<file path="config.mk">
export PLATFORM = sky130hd
export DESIGN_NAME = drum_step_sequencer
export DESIGN_NICKNAME = d
export VERILOG_FILES = /design/src/rtl/drum_step_sequencer.sv
export SDC_FILE = /design/constraint.sdc
export NUM_CORES = 1
export LEC_CHECK = 0
export CORE_ASPECT_RATIO = 1.5
export CORE_UTILIZATION = 63
export CTS_CLUSTER_SIZE = 8
export DETAILED_ROUTE_END_ITERATION = 6
export GPL_TIMING_DRIVEN = 0
export PLACE_DENSITY_LB_ADDON = 0.25
export SYNTH_ARGS = -nofsm -noshare
export SYNTH_HDL_FRONTEND = slang
export SYNTH_SLANG_ARGS = --single-unit
</file>
<file path="constraint.sdc">
create_clock -name clk -period 3 [get_ports clk]
set_input_delay 0.3 -clock clk [delete_from_list [all_inputs] [get_ports clk]]
set_output_delay 0.3 -clock clk [all_outputs]
set_load 0.005 [all_outputs]
</file>
<file path="src/rtl/drum_step_sequencer.sv">
// drum_step_sequencer
//   A 16-step drum pattern sequencer with four voices. It sends voice hits
//   one at a time to a single shared sample player. The player is one address
//   counter in front of the kick/snare/hat/clap ROMs.
//
//   A tempo divider produces step ticks. On each tick the pattern column for
//   the new step is loaded into a pending mask. A fixed-priority scheduler then
//   launches the pending voices one after another. Kick has the highest
//   priority and clap the lowest.
//
// Optional feature (macro DROP_COUNT_EN):
//   When the macro is defined, the module has an extra output drop_cnt[7:0].
//   It is a saturating count of hits that were discarded. A hit is discarded
//   when pending is replaced, or when a playing voice is preempted.
//
// Ports
//   clk        in   1       system clock, posedge
//   reset      in   1       synchronous active-high reset
//   run        in   1       1 = running, 0 = stopped
//   tempo_div  in   DIV_W   step period = max(tempo_div, MIN_DIV) + 1 cycles
//   pat_we     in   1       pattern write strobe
//   pat_voice  in   2       voice to write (0 kick, 1 snare, 2 hat, 3 clap)
//   pat_step   in   STEP_W  step index to write
//   pat_bit    in   1       hit value written
//   play_done  in   1       player finished the current sample (1-cycle pulse)
//   go         out  1       1-cycle pulse that restarts the player address
//   en         out  1       player count enable
//   sel        out  2       voice select to the player mux
//   step       out  STEP_W  current step index
//   tick       out  1       1-cycle pulse on each step
//   drop_cnt   out  8       discarded-hit count (DROP_COUNT_EN only)
module drum_step_sequencer #(
    parameter int STEPS   = 16,
    parameter int DIV_W   = 16,
    parameter int MIN_DIV = 3,
    localparam int STEP_W = $clog2(STEPS)
) (
    input  logic              clk,
    input  logic              reset,
    input  logic              run,
    input  logic [DIV_W-1:0]  tempo_div,
    input  logic              pat_we,
    input  logic [1:0]        pat_voice,
    input  logic [STEP_W-1:0] pat_step,
    input  logic              pat_bit,
    input  logic              play_done,
    output logic              go,
    output logic              en,
    output logic [1:0]        sel,
    output logic [STEP_W-1:0] step,
    output logic              tick
`ifdef DROP_COUNT_EN
    ,
    output logic [7:0]        drop_cnt
`endif
);

    typedef enum logic [1:0] {
        IDLE   = 2'd0,
        LAUNCH = 2'd1,
        PLAY   = 2'd2
    } state_t;

    state_t             state, state_nx;
    logic [STEPS-1:0]   pattern [4];
    logic [DIV_W-1:0]   div_cnt;
    logic [DIV_W-1:0]   eff_div;
    logic               run_q;
    logic               start;
    logic [STEP_W-1:0]  next_step;
    logic [3:0]         capture;
    logic [3:0]         pending, pending_nx;
    logic [1:0]         sel_nx;

    // Tempo divider and tick generation.
    assign eff_div   = (tempo_div < DIV_W'(MIN_DIV)) ? DIV_W'(MIN_DIV) : tempo_div;
    assign start     = run & ~run_q;
    assign tick      = run & (start | (div_cnt == eff_div));
    // A start tick restarts the bar at step 0. Every other tick advances the step.
    assign next_step = start ? '0 : step + STEP_W'(1);

    // Column of the pattern at the step being entered. Reads the registered
    // pattern, so a write in the same cycle lands after the capture.
    always_comb begin
        for (int unsigned v = 0; v < 4; v++) begin
            capture[v] = pattern[v][next_step];
        end
    end

    always_ff @(posedge clk) begin
        if (reset) begin
            run_q   <= 1'b0;
            div_cnt <= '0;
            step    <= '0;
        end else begin
            run_q <= run;
            if (!run || tick) begin
                div_cnt <= '0;
            end else begin
                div_cnt <= div_cnt + DIV_W'(1);
            end
            if (tick) begin
                step <= next_step;
            end
        end
    end

    always_ff @(posedge clk) begin
        if (reset) begin
            for (int unsigned v = 0; v < 4; v++) begin
                pattern[v] <= '0;
            end
        end else if (pat_we) begin
            pattern[pat_voice][pat_step] <= pat_bit;
        end
    end

    // Scheduler: state register.
    always_ff @(posedge clk) begin
        if (reset) begin
            state   <= IDLE;
            pending <= '0;
            sel     <= '0;
        end else begin
            state   <= state_nx;
            pending <= pending_nx;
            sel     <= sel_nx;
        end
    end

    // Scheduler: next state. A stop or a tick overrides any state. A tick
    // replaces the pending mask and abandons a voice that is launching or playing.
    always_comb begin
        state_nx   = state;
        pending_nx = pending;
        sel_nx     = sel;
        if (!run) begin
            state_nx   = IDLE;
            pending_nx = '0;
        end else if (tick) begin
            state_nx   = IDLE;
            pending_nx = capture;
        end else begin
            unique case (state)
                IDLE: begin
                    if (pending != '0) begin
                        state_nx = LAUNCH;
                        if (pending[0])      sel_nx = 2'd0;
                        else if (pending[1]) sel_nx = 2'd1;
                        else if (pending[2]) sel_nx = 2'd2;
                        else                 sel_nx = 2'd3;
                    end
                end
                LAUNCH: begin
                    pending_nx[sel] = 1'b0;
                    state_nx        = PLAY;
                end
                PLAY: begin
                    if (play_done) begin
                        state_nx = IDLE;
                    end
                end
                default: state_nx = IDLE;
            endcase
        end
    end

    assign go = (state == LAUNCH);
    assign en = (state == LAUNCH) || (state == PLAY);

`ifdef DROP_COUNT_EN
    // While in LAUNCH, the launching voice is still set in pending, so it is
    // already included in the ones-count. Only a voice in PLAY adds one more.
    // A voice whose play_done arrives together with the tick has finished,
    // so it is not counted as dropped.
    logic [2:0] drops;
    logic [8:0] drop_sum;

    assign drops    = 3'($countones(pending)) +
                      3'((state == PLAY) && !play_done);
    assign drop_sum = {1'b0, drop_cnt} + 9'(drops);

    always_ff @(posedge clk) begin
        if (reset) begin
            drop_cnt <= '0;
        end else if (run && tick) begin
            drop_cnt <= drop_sum[8] ? 8'hFF : drop_sum[7:0];
        end
    end
`endif

endmodule

</file>
==> results by group <==
Run status
  – Status: complete, no violations

Power
  – VDD IR-drop max: 0.527 mV
  – Cell Pwr Density: 498 nW/um2
  – Leak Pwr: 0.00192 uW

Global routing
  – GRT overflow: 0
  – Number of global-route vias before repair: between 4000 and 5000
  – Largest net degree at the start of global routing: 20
  – Initial antenna violation count: 0
  – Gr usage total: 34.4%
  – First-pass GRT wire length: ~21000 um

Setup path
  – Critical path origin: tempo_div[10]
  – Logic depth of the worst path, buffers included: 7
  – Worst path required time: ~2.7 ns
  – Cell Chain, Critical Path: clkdlybuf4s50_1, nor4_2, a41oi_1, xor2_2, a41oi_4, inv_1, clkdlybuf4s50_1
  – Worst r2r src: step[1]
  – R2R depth: 7
  – R2r setup slk: between 0.5 and 0.6 ns
  – Reg-to-Reg End: pending[2]
  – CP startpoint kind: primary input
  – Critical Path End: tick
  – Crit-path max FO: 8
  – Worst Setup End Kind: output pin
  – Slowest cell on the critical path: clkdlybuf4s50_1
  – Critical path's top delay family: buffers and inverters
  – Worst path max stage delay: 0.50 ns
  – WS Path Type: in2out
  – Crit path DAT: approximately 2.6 ns
  – CP most frequent cell: clkdlybuf4s50_1
  – Worst Path Buf+Inv: 3

Timing
  – Endpoints failing setup: 0
  – Max-slew headroom: 42.9%
  – PnR worst setup slack: between 0.1 and 0.15 ns
  – Highest Clock Rate: roughly 350 MHz
  – Min Hold Slack: 0.505 ns
  – Max Clock Skew: 0.00751 ns
  – Unrepaired setup endpoints after global routing: no
  – Period utilization: between 90% and 100%
  – Post-layout min period: approximately 2.9 ns
  – Hold Vio Cnt, Final: 0
  – Worst Max-Slew Pin Slew: roughly 0.85 ns
  – Slew Limit Fails: 0

Place
  – Area post-placement: about 5500 um2
  – Post-DP HPWL: around 9400 um
  – Pre-CTS setup slack: -0.426 ns
  – Input/output buffers: 36
  – Gpl congestion: 0.908

Clocking
  – H-tree Lvls: 3
  – CTS tree: built
  – Num CTS Buffers: 9
  – Later-pin clock latency in the skew report: between 0.3 and 0.4 ns
  – Clock sink count: 93
  – Worst-path clk slew: ~0.070 ns
  – Root buffer cell: clkbuf_16
  – CTS Buffer Depth: 2

Logic synthesis
  – Seq cells post-synth: just over 90
  – Syn avg cell area: 9.86 um2
  – Mapped Cells: between 500 and 600
  – Number of synthesized flops with an enable pin: 64
  – Sequential area share after synthesis: 50.3%
  – Post-synth ARST share: 0%
  – Post-Syn Nets: around 540
  – Area of the mapped netlist: between 4000 and 5000 um2
  – Synth warn: 0
  – Unique cell type count in the Yosys netlist: 44
  – Top FF cell, synth: edfxtp_1

Job
  – MaxCap Viol Count: 0

Floorplan
  – Die Ht: ~110 um
  – Starting Density: between 60% and 70%
  – CORE AREA: roughly 7600 um2
  – Die Width: between 70 and 80 um
  – Number of I/O pins: 37
  – Site Rows: 39
  – Die area: 8270 um2

Route
  – Antenna viol nets, final: 0
  – Via/cell ratio: between 6 and 7
  – Routed wire per std cell: about 20 um
  – Drt pass-1 iters: 7
  – Routed vias: approximately 4200
  – DRC errors left: 0
  – Drt initial violations: between 300 and 400
  – Drt total wl: about 13000 um

Final layout
  – NumNets Final: about 590
  – Layout cell share with drive strength beyond 1: 7.36%
  – Inserted Diodes: 0
  – Fin area: around 5800 um2
  – Synth-to-Final Area Change: 16.7%

Min path
  – Worst hold path class: reg2reg
-- worst min-delay path, delay by kind of cell, from the launching register on --
family         cells  cell delay [ns]
AO/OA/AOI/OAI      2             0.14
flip-flops         1             0.31
-- state kept, by name, summed over array words and instances (netlist names) --
| name | count |
|---|---|
| run_q | 1 |
| pattern | 64 |
| state | 2 |
| step | 4 |
| pending | 4 |
| div_cnt | 16 |
| sel | 2 |
-- synthesized netlist by cell type (2+ instances only) --
cell type / instances / area share (%)
a2111oi_0: 4 / 0.70
a21oi_1: 25 / 2.5
a221oi_1: 4 / 0.70
a22oi_1: 8 / 1.2
a31oi_1: 9 / 1.1
a32oi_1: 3 / 0.53
a41oi_1: 3 / 0.53
and2_1: 2 / 0.25
and3_1: 3 / 0.38
buf_2: 10 / 1.0
clkbuf_1: 23 / 1.7
dfxtp_1: 29 / 12
edfxtp_1: 64 / 39
ha_1: 6 / 1.5
inv_1: 11 / 0.83
mux2_2: 2 / 0.45
mux2i_1: 8 / 1.6
nand2_1: 10 / 0.75
nand2b_1: 11 / 1.4
nand3_1: 14 / 1.4
nand4_1: 6 / 0.75
nor2_1: 99 / 7.5
nor2b_1: 12 / 1.5
nor3_1: 6 / 0.60
nor4_1: 4 / 0.50
o211ai_1: 4 / 0.60
o21a_1: 4 / 0.60
o21ai_0: 8 / 0.80
o21bai_1: 52 / 7.8
o221a_2: 4 / 0.90
o22a_1: 4 / 0.70
o22ai_1: 8 / 1.0
or3_1: 3 / 0.38
xnor2_1: 21 / 3.7
xor2_1: 12 / 2.1
-- metrics by stage --
step	util, %	setup TNS [ns]	cells	power (uW)
after floorplan	-	0	505	1660
after global placement	71.8	-2.34	643	1760
after detailed placement	71.8	-4.42	643	1780
after CTS	75.8	-0.0370	659	2880
after global routing	76.3	0	659	2970
final	76.3	0	659	2890
-- layout make-up --
cell class	count	area (um2)
clock inverter	6	63.8
buffer	35	145
multi-input combinational	366	2340
sequential	93	2500
timing repair buffer	36	360
fill	544	1800
tap	102	128
clock buffer	10	229
inverter	11	41.3
-- cell usage in the layout (no fill, tap or decap), types with 4 or more instances in the layout --
cell type,n
a2111oi_0,4
a21oi_1,25
a221oi_1,4
a22oi_1,8
a31oi_1,9
buf_2,10
clkbuf_1,24
clkbuf_16,9
clkdlybuf4s50_1,36
dfxtp_1,29
edfxtp_1,64
ha_1,6
inv_1,11
mux2i_1,8
nand2_1,10
nand2b_1,11
nand3_1,14
nand4_1,6
nor2_1,98
nor2b_1,12
nor3_1,6
o211ai_1,4
o21a_1,4
o21ai_0,8
o21bai_1,52
o221a_2,4
o22a_1,4
o22ai_1,8
xnor2_1,21
xor2_1,10
-- report_power, final --
part	internal (uW)	switching [uW]	leakage, uW
clock	645	481	0.000140
sequential	1440	24.2	0.000842
combinational	125	179	0.000943
-- kinds of logic after synthesis --
logic type,count (synthesis),share of synthesized area [%]
AND/OR/NAND/NOR,177,16.9
AO/OA/AOI/OAI,140,19.8
flip-flops,93,50.3
buffers and inverters,46,3.74
XOR/XNOR,33,5.80
multiplexers,10,2.06
adder cells (fa/ha/maj),6,1.51
-- routing by layer --
metal  track usage, %  share of wire, %  vias to the layer above
met5                0                 0                        -
met4             22.0               5.5                        0
met3             6.09               7.1                       52
met2             59.2                53                      252
met1             37.4                34                     2001
li1                 -                 -                     1920
-- worst min path at each step --
stage | from | to | cells past startpoint
after floorplan | div_cnt[0] | div_cnt[0] | 1
after global placement | div_cnt[0] | div_cnt[0] | 1
after detailed placement | div_cnt[0] | div_cnt[0] | 1
after CTS | div_cnt[0] | div_cnt[0] | 1
after global routing | div_cnt[0] | div_cnt[0] | 1
final | pending[3] | pending[3] | 2
-- what timing repair did --
action / in CTS / in global routing
hold buffers: 0 / 0
gates resized for setup: 2 / 5
buffers inserted: 0 / 0
endpoints found under the setup margin: 11 / 1
hold endpoints to repair: 0 / 0
Power figures use the tool's default switching activity.
